==> src/rtl/sensor_feature_acc_if.sv <==
// Sample-stream and feature-vector handshake bundle for sensor_feature_acc.
// master: the sample source / feature consumer; slave: the accumulator block.
interface sensor_feature_acc_if #(
    parameter int DIMS  = 6,
    parameter int IN_W  = 16,
    parameter int OUT_W = 16
);
    logic                         s_valid_i;
    logic                         s_ready_o;
    logic [IN_W-1:0]              s_data_i;
    logic                         s_last_i;
    logic [DIMS-1:0][OUT_W-1:0]   feat_o;
    logic                         feat_valid_o;
    logic                         feat_ready_i;

    modport master (
        output s_valid_i, s_data_i, s_last_i, feat_ready_i,
        input  s_ready_o, feat_o, feat_valid_o
    );

    modport slave (
        input  s_valid_i, s_data_i, s_last_i, feat_ready_i,
        output s_ready_o, feat_o, feat_valid_o
    );
endinterface

==> src/rtl/sensor_feature_acc.sv <==
// Per-channel windowed averager with baseline subtraction feeding the LDA
// classifier. Samples arrive one channel per beat; every 2^LOG2_AVG frames the
// averages either become the new baseline (CAL) or, minus the baseline and
// clamped at zero, the presented feature vector (RUN).
module sensor_feature_acc #(
    parameter int DIMS     = 6,
    parameter int IN_W     = 16,
    parameter int OUT_W    = 16,
    parameter int LOG2_AVG = 3
) (
    input  logic                 clk_i,
    input  logic                 rstn_i,
    sensor_feature_acc_if.slave  bus,
    input  logic                 calibrate_i,
    output logic                 cal_busy_o,
    output logic                 err_o
);
    localparam int AW = IN_W + LOG2_AVG;
    localparam int CW = (DIMS > 1) ? $clog2(DIMS) : 1;
    localparam int WW = (IN_W > OUT_W) ? IN_W + 1 : OUT_W + 1;
    localparam logic [WW-1:0] SAT_MAX = {{(WW-OUT_W){1'b0}}, {OUT_W{1'b1}}};

    typedef enum logic {ST_RUN, ST_CAL} state_t;

    state_t                      r_state;
    logic [CW-1:0]               r_ch;
    logic [LOG2_AVG-1:0]         r_frame;
    logic [AW-1:0]               r_acc  [DIMS];
    logic [IN_W-1:0]             r_base [DIMS];
    logic [DIMS-1:0][OUT_W-1:0]  r_feat;
    logic                        r_feat_valid;
    logic                        r_err;
    logic                        r_cal_busy;

    logic                        w_last_ch;
    logic                        w_final;
    logic                        w_ready;
    logic                        w_accept;
    logic                        w_frame_err;
    logic [AW-1:0]               w_sum  [DIMS];
    logic [IN_W-1:0]             w_avg  [DIMS];
    logic [WW-1:0]               w_diff [DIMS];
    logic [DIMS-1:0][OUT_W-1:0]  w_feat;

    assign w_last_ch   = (r_ch == CW'(DIMS - 1));
    assign w_final     = w_last_ch && (&r_frame);
    // Only the window-completing beat waits for an unaccepted vector.
    assign w_ready     = !(r_feat_valid && !bus.feat_ready_i && (r_state == ST_RUN) && w_final);
    assign w_accept    = bus.s_valid_i && w_ready;
    assign w_frame_err = w_accept && (bus.s_last_i != w_last_ch);

    assign bus.s_ready_o    = w_ready;
    assign bus.feat_o       = r_feat;
    assign bus.feat_valid_o = r_feat_valid;
    assign cal_busy_o       = r_cal_busy;
    assign err_o            = r_err;

    // Running sums including the current beat, their averages and clamped features.
    always_comb begin
        for (int unsigned i = 0; i < DIMS; i++) begin
            w_sum[i] = r_acc[i];
            if (CW'(i) == r_ch) begin
                w_sum[i] = r_acc[i] + AW'(bus.s_data_i);
            end
            w_avg[i]  = w_sum[i][AW-1:LOG2_AVG];
            w_diff[i] = '0;
            if (w_avg[i] > r_base[i]) begin
                w_diff[i] = WW'(w_avg[i] - r_base[i]);
            end
            if (w_diff[i] > SAT_MAX) begin
                w_feat[i] = '1;
            end else begin
                w_feat[i] = w_diff[i][OUT_W-1:0];
            end
        end
    end

    // Mode FSM, counters, accumulators, baselines and registered outputs.
    always_ff @(posedge clk_i or negedge rstn_i) begin
        if (!rstn_i) begin
            r_state      <= ST_RUN;
            r_ch         <= '0;
            r_frame      <= '0;
            r_feat       <= '0;
            r_feat_valid <= 1'b0;
            r_err        <= 1'b0;
            r_cal_busy   <= 1'b0;
            for (int unsigned i = 0; i < DIMS; i++) begin
                r_acc[i]  <= '0;
                r_base[i] <= '0;
            end
        end else begin
            r_err <= 1'b0;
            // A completing RUN window below may re-raise valid in the same cycle.
            if (r_feat_valid && bus.feat_ready_i) begin
                r_feat_valid <= 1'b0;
            end
            if (calibrate_i) begin
                r_state    <= ST_CAL;
                r_cal_busy <= 1'b1;
                r_ch       <= '0;
                r_frame    <= '0;
                for (int unsigned i = 0; i < DIMS; i++) begin
                    r_acc[i] <= '0;
                end
            end else if (w_accept) begin
                if (w_frame_err || w_final) begin
                    r_ch    <= '0;
                    r_frame <= '0;
                    for (int unsigned i = 0; i < DIMS; i++) begin
                        r_acc[i] <= '0;
                    end
                end
                if (w_frame_err) begin
                    r_err <= 1'b1;
                end else if (w_final) begin
                    if (r_state == ST_RUN) begin
                        r_feat       <= w_feat;
                        r_feat_valid <= 1'b1;
                    end else begin
                        for (int unsigned i = 0; i < DIMS; i++) begin
                            r_base[i] <= w_avg[i];
                        end
                        r_state    <= ST_RUN;
                        r_cal_busy <= 1'b0;
                    end
                end else begin
                    // w_sum already equals r_acc for every channel but the current one.
                    for (int unsigned i = 0; i < DIMS; i++) begin
                        r_acc[i] <= w_sum[i];
                    end
                    if (w_last_ch) begin
                        r_ch    <= '0;
                        r_frame <= r_frame + 1'b1;
                    end else begin
                        r_ch <= r_ch + 1'b1;
                    end
                end
            end
        end
    end
endmodule

==> src/flat_wrapper.sv <==
// flat-port wrapper written by rule: the top's interface ports become plain ports
module sensor_feature_acc_flat 
#(
    parameter int DIMS     = 6,
    parameter int IN_W     = 16,
    parameter int OUT_W    = 16,
    parameter int LOG2_AVG = 3
)
  (clk_i, rstn_i, calibrate_i, cal_busy_o, err_o, bus_s_valid_i, bus_s_data_i, bus_s_last_i, bus_feat_ready_i, bus_s_ready_o, bus_feat_o, bus_feat_valid_o);
  sensor_feature_acc_if #(.DIMS(DIMS), .IN_W(IN_W), .OUT_W(OUT_W)) bus_i ();
  input  logic clk_i;
  input  logic rstn_i;
  input  logic calibrate_i;
  output logic cal_busy_o;
  output logic err_o;
  input wire logic [$bits(bus_i.s_valid_i)-1:0] bus_s_valid_i;
  input wire logic [$bits(bus_i.s_data_i)-1:0] bus_s_data_i;
  input wire logic [$bits(bus_i.s_last_i)-1:0] bus_s_last_i;
  input wire logic [$bits(bus_i.feat_ready_i)-1:0] bus_feat_ready_i;
  output wire logic [$bits(bus_i.s_ready_o)-1:0] bus_s_ready_o;
  output wire logic [$bits(bus_i.feat_o)-1:0] bus_feat_o;
  output wire logic [$bits(bus_i.feat_valid_o)-1:0] bus_feat_valid_o;
  assign bus_i.s_valid_i = bus_s_valid_i;
  assign bus_i.s_data_i = bus_s_data_i;
  assign bus_i.s_last_i = bus_s_last_i;
  assign bus_i.feat_ready_i = bus_feat_ready_i;
  assign bus_s_ready_o = bus_i.s_ready_o;
  assign bus_feat_o = bus_i.feat_o;
  assign bus_feat_valid_o = bus_i.feat_valid_o;
  sensor_feature_acc #(.DIMS(DIMS), .IN_W(IN_W), .OUT_W(OUT_W), .LOG2_AVG(LOG2_AVG)) u_core (.clk_i(clk_i), .rstn_i(rstn_i), .bus(bus_i), .calibrate_i(calibrate_i), .cal_busy_o(cal_busy_o), .err_o(err_o));
endmodule
==> config.mk <==
export PLATFORM = sky130hd
export DESIGN_NAME = sensor_feature_acc_flat
export DESIGN_NICKNAME = d
export VERILOG_FILES = /design/src/rtl/sensor_feature_acc_if.sv /design/src/rtl/sensor_feature_acc.sv /design/src/flat_wrapper.sv
export SDC_FILE = /design/constraint.sdc
export NUM_CORES = 1
export LEC_CHECK = 0
export ABC_AREA = 0
export CAP_MARGIN = 30
export CORE_MARGIN = 1.5
export CORE_UTILIZATION = 55
export CTS_CLUSTER_SIZE = 25
export DETAILED_ROUTE_END_ITERATION = 16
export PLACE_DENSITY_LB_ADDON = 0.12
export SYNTH_ARGS = -nofsm -noshare
export SYNTH_HDL_FRONTEND = slang
export SYNTH_SLANG_ARGS = --single-unit
==> constraint.sdc <==
create_clock -name clk_i -period 4.6 [get_ports clk_i]
set_input_delay 0.92 -clock clk_i [delete_from_list [all_inputs] [get_ports clk_i]]
set_output_delay 0.92 -clock clk_i [all_outputs]
set_load 0.005 [all_outputs]
# Word-level counts from Yosys, hierarchy flattened
# Cells that the tools add are included.
# Widths: inputs -> output; s select.
classes:
  order_cmp: 12
  reduce_logical: 31
  n_bitwise: 3
  n_eq_ne: 8
  addsub: 14
  muxes: 53
ops:
  columns: ["cell", "n"]
  rows:
  - ["$mux 114", 5]
  - ["$add 19x16->19", 6]
  - ["$mux 19", 6]
  - ["$gt 17x16->1 const B", 6]
  - ["$mux 17", 6]
  - ["$sub 16x16->17", 6]
  - ["$gt 16x16->1", 6]
  - ["$mux 16", 6]
  - ["$mux 3", 12]
  - ["$reduce_bool 4->1", 6]
  - ["$mux 1", 18]
  - ["$reduce_and 2->1", 6]
  - ["$reduce_and 5->1", 2]
  - ["$logic_and 1x1->1", 7]
  - ["$add 3x1->3 const B", 2]
  - ["$eq 2x3->1 const A", 2]
  - ["$eq 3x3->1 const A", 2]
  - ["$reduce_and 3->1", 2]
  - ["$reduce_bool 2->1", 3]
  - ["$reduce_and 4->1", 1]
  - ["$eq 1x3->1 const A", 1]
  - ["$eq 3x3->1 const B", 1]
  - ["$logic_not 3->1", 1]
  - ["$not 1->1", 3]
  - ["4 further kinds", 5]
word_totals:
  out_inout_bits: 100
  word_cells: 151
  inputBits: 22
  regBits: 316

# Depth between registers and ports, before layout
logic_depth:
  ltp_word: 14
  mapped_depth: 21

# Least setup slack after synthesis
# Ideal clock, no wire load.
synth_timing:
  path_type: "input-to-reg"
  startpoint: "input port bus_s_data_i[0]"
  endpoint: "register u_core.r_feat (netlist bit u_core.bus.feat_o[21])"
  path_buffers: 1
  setup_slack_ns: -0.028
  stages: 19
  t_arrival_ns: 4.533
  path_cell_list: "ha_1 fa_1 a21o_1 a311oi_1 o211ai_1 nand2_1 o21a_1 xnor2_1 mux2_2 ha_1 and4_1 and3_1 a21oi_1 o311ai_1 a31o_2 a21oi_2 buf_4 nor2_1 o31ai_1"
synth_rtl:
  columns: ["element", "line", "rtl"]
  rows:
  - ["start, declared", "flat_wrapper.sv:17", "input wire logic [$bits(bus_i.s_data_i)-1:0] bus_s_data_i;"]
  - ["end signal, assigned", "sensor_feature_acc.sv:118", "r_feat <= w_feat;"]
  - ["end, declared", "sensor_feature_acc.sv:30", "logic [DIMS-1:0][OUT_W-1:0] r_feat;"]

==> impl_results.md <==
- Die ar.: around 0.042 mm^2
- Leakage: roughly 15 nW
- Tcrit/Tclk final: 97.0%
- Clock-pin transition on the worst setup and hold timing paths: ~0.060 ns
- Post-synth ARST share: between 90% and 100%
- Main flop type after synthesis: dfrtp_1
- Routability Congestion: about 0.91
- Synthesized area: approximately 0.023 mm^2
- R2R Path End: u_core.bus.feat_o[1]
- Pwr/cell area: approximately 220 mW/mm^2
- Layout cells sized above 1: 26.1%
- Area contributors post-synth: dfrtp_1 (35%), ha_1 (11%), o21ai_0 (6.6%), nand2_1 (6.2%), a21oi_1 (3.8%)
- Clock latency on the worst-skew pair: around 0.55 ns
- Share of the synthesized area in the top cell type: a little over a third
- Internal: 0.00506 W
- Worst Setup Start Kind: input port
- Number of global-route vias before repair: approximately 22000
- Clk root buf: clkbuf_16
- Num CTS Buffers: 39
- CTS Sinks: 316
- Vias/cell: ~5.7
- Final core occ: 75.9%
- Gr usage total: between 30% and 40%
- Worst slew pin tran: approximately 1.0 ns
- Most area-hungry cell type in the Yosys netlist: dfrtp_1
- First-pass DRT Iterations: 5
- Critical path class: input port to flop
- Synth warn: 0
- Hold Fails Final Rpt: 0
- Grt total ovfl: 0
- Post-DRT Antenna Nets: 0
- Setup slack, reg-to-reg: 0.39 ns
- Design Area, Final: about 0.031 mm^2
- Worst-path maximum fanout: 16
- Slew headroom: between 30% and 40%
- Psw: 0.00183 W
- Post-synthesis sequential area ratio: a little over a third
- Die W: 206 um
- Crit path required time: slightly above 5 ns
- Setup violators final: 0
- Die Y: just over 200 um
- Antenna violations before repair: 1
- Vias: between 20000 and 25000
- Crit end category: flop
- Tightest hold margin: 0.384 ns
- Fill count: between 3000 and 4000
- First-pass GRT wire length: 109 mm
- Area Overhead vs Synth: 36.6%
- Max Root-Sink Buffers: 3
- Num rows: 74
- Post-DP HPWL: a little under 50 mm
- Final slew viol count: 0
- Clock power share: approximately 43%
- Number of cells produced by synthesis: about 2700
- # DRC: 0
- Outcome: finished clean
- Sw Ratio: approximately a quarter
- DP Area: between 0.02 and 0.03 mm^2
- Clk_skew: ~0.015 ns
- EDFF count, synth: 0
- Critical Path AT: just under 5 ns
- Seq cells post-synth: about 320
- I/O pin count: between 100 and 150
- Total routed wirelength: 68.6 mm
- Initial core utilization: a little under three fifths
- Syn Nets: 2892
- Worst min path class: input port to asynchronous set/reset pin
- Initial detailed-routing violation count: ~1500
- Combinational share of power: ~16%
- Core ar.: slightly above 0.04 mm^2
- CTS tree: built
- WL/cell: approximately 18 um
- Port bufs: around 120
- Worst-case vdd ir drop: ~290 uV
- Reg power frac: about two fifths
- Final Critical Period: between 4 and 5 ns
- Syn Area/Cell: around 8.5 um^2
- Max Freq: 0.224 GHz
- Maxcap violations: 0
- Largest net degree at the start of global routing: 88
- H-tree levels: 2
- R2r worst-path depth: 20
- Layout Nets: between 3000 and 4000
- Post-synthesis cell type count: 95
- Worst R2R Start: u_core.r_acc[95]
-- logic make-up (layout without fill, tap and decap cells) --
logic type / Yosys count / after routing / share of synthesized area [%]
and+or+nand+nor: 816 / 816 / 16.2
adders and majority gates: 207 / 207 / 11.9
other: 0 / 2 / 0
AOI/OAI and AO/OA: 887 / 887 / 25.1
buffers and inverters: 255 / 929 / 4.46
DFF: 316 / 316 / 35.0
xor gates and xnor gates: 149 / 149 / 5.78
muxes: 33 / 33 / 1.64
-- power by group through the flow --
stage	clock [W]	combinational [W]	sequential (W)
2_1_floorplan	0	0.000501	0.00285
3_3_place_gp	0	0.000972	0.00286
3_5_place_dp	0	0.000995	0.00286
4_1_cts	0.00304	0.00102	0.00281
5_1_grt	0.00314	0.00119	0.00281
6_report	0.00299	0.00109	0.00281
-- state kept, by name, indices dropped and copies added (netlist names) --
signal                   cells
u_core.bus.feat_o           96
u_core.bus.feat_valid_o      1
u_core.cal_busy_o            1
u_core.err_o                 1
u_core.r_acc               114
u_core.r_base               96
u_core.r_ch                  3
u_core.r_frame               3
u_core.r_state               1
-- cell usage in the layout (no fill, tap or decap), types with 10 or more instances in the layout --
cell / netlist / layout
o21ai_1: 48 / 86
nor2_1: 202 / 200
a21oi_2: 5 / 32
o21a_1: 42 / 41
o31ai_1: 23 / 19
clkbuf_16: 0 / 42
nand3_1: 37 / 35
xnor2_1: 84 / 82
fa_1: 12 / 10
buf_12: 0 / 15
ha_4: 0 / 20
a21o_1: 67 / 67
clkbuf_1: 62 / 12
mux2_2: 28 / 26
a21oi_1: 172 / 140
o21ai_2: 9 / 22
nor2b_1: 29 / 24
clkdlybuf4s50_1: 0 / 114
nand2_1: 372 / 370
nor3_1: 36 / 32
inv_1: 158 / 157
buf_4: 1 / 550
nand4_1: 22 / 22
buf_6: 2 / 14
xor2_1: 65 / 64
o21bai_1: 15 / 15
or3_1: 17 / 16
o211ai_1: 13 / 13
o21ai_0: 298 / 244
nand2b_1: 30 / 30
ha_1: 195 / 169
a22o_1: 50 / 50
a31oi_1: 24 / 19
a211oi_2: 3 / 15
dfrtp_1: 316 / 316
-- metal layers --
metal	GRT usage, %	wire length (um)	up-vias
li1	-	-	10755
met4	14.1	2660	0
met5	0	0	-
met2	51.7	32000	595
met3	4.55	3890	164
met1	42.3	30100	10689
-- worst max path at each step --
stage | start | end | cells after the start | slack [ns]
2_1_floorplan | bus_s_data_i[0] | u_core.bus.feat_o[31] | 18 | 0.01
3_3_place_gp | bus_s_data_i[1] | u_core.bus.feat_o[63] | 19 | -0.99
3_5_place_dp | bus_s_data_i[0] | u_core.bus.feat_o[92] | 22 | -1.04
4_1_cts | bus_s_data_i[2] | u_core.bus.feat_o[66] | 20 | 0.001
5_1_grt | bus_s_data_i[12] | u_core.bus.feat_o[92] | 18 | -0.04
6_report | bus_s_data_i[12] | u_core.bus.feat_o[92] | 18 | 0.14
-- repair_timing --
item / in CTS / in global routing
hold buffers: 0 / 0
pin swaps: 18 / 75
setup endpoints to repair: 96 / 96
gates resized for setup: 54 / 191
gates cloned: 2 / 3
setup buffers: 8 / 15
-- synth_stat cells (6+ instances only) --
cell	n
a21bo_2	7
nor4_1	8
o21bai_1	15
clkbuf_1	62
o21ai_2	9
or2_2	8
nor3b_1	10
o31ai_1	23
ha_1	195
o21ai_1	48
and2_1	10
nor2b_1	29
nand3_1	37
and3_1	10
dfrtp_1	316
xnor2_1	84
inv_1	158
a22o_1	50
nand4_1	22
buf_2	26
nor2_1	202
a221oi_1	7
nand2b_1	30
or3_1	17
a21oi_1	172
a31oi_1	24
fa_1	12
o21a_1	42
a211o_1	7
a21o_1	67
mux2_2	28
o21ai_0	298
nand2_1	372
xor2_1	65
nor3_1	36
a211oi_1	23
o211ai_1	13
o22ai_1	6
-- through the flow --
step	power [W]	instances	setup TNS, ns	setup WS, ns
2_1_floorplan	0.00335	2663	0	0.0109
3_3_place_gp	0.00383	3775	-82.59	-0.993
3_5_place_dp	0.00385	3775	-86.81	-1.04
4_1_cts	0.00687	3852	0	0.00134
5_1_grt	0.00715	3870	-0.496	-0.0446
6_report	0.00689	3871	0	0.137
-- cell type report --
cell class                      instances  area [um^2]  share of cell area, %
Multi-Input combinational cell       2092        14600                   47.3
Sequential cell                       316         7910                   25.6
Timing Repair Buffer                  703         5870                   19.0
Clock buffer                           60         1140                   3.71
Tap cell                              532          666                   2.16
Inverter                              159          597                   1.93
Clock inverter                          7         63.8                  0.207
Antenna cell                            2         5.00                 0.0162
-- critical path, stage by stage --
cell and delay (ns):
clkdlybuf4s50_1 0.42, buf_4 0.19, buf_4 0.18, ha_1 0.34, and4_1 0.25, and2_1 0.21
nand4_1 0.19, nand2_1 0.13, xnor2_1 0.13, o21ai_0 0.13, ha_1 0.38, nand3_1 0.15
or2_2 0.34, o211ai_1 0.25, a21oi_1 0.13, o21ai_2 0.22, o21ai_4 0.16, o21ai_1 0.20
Power figures use the tool's default switching activity.
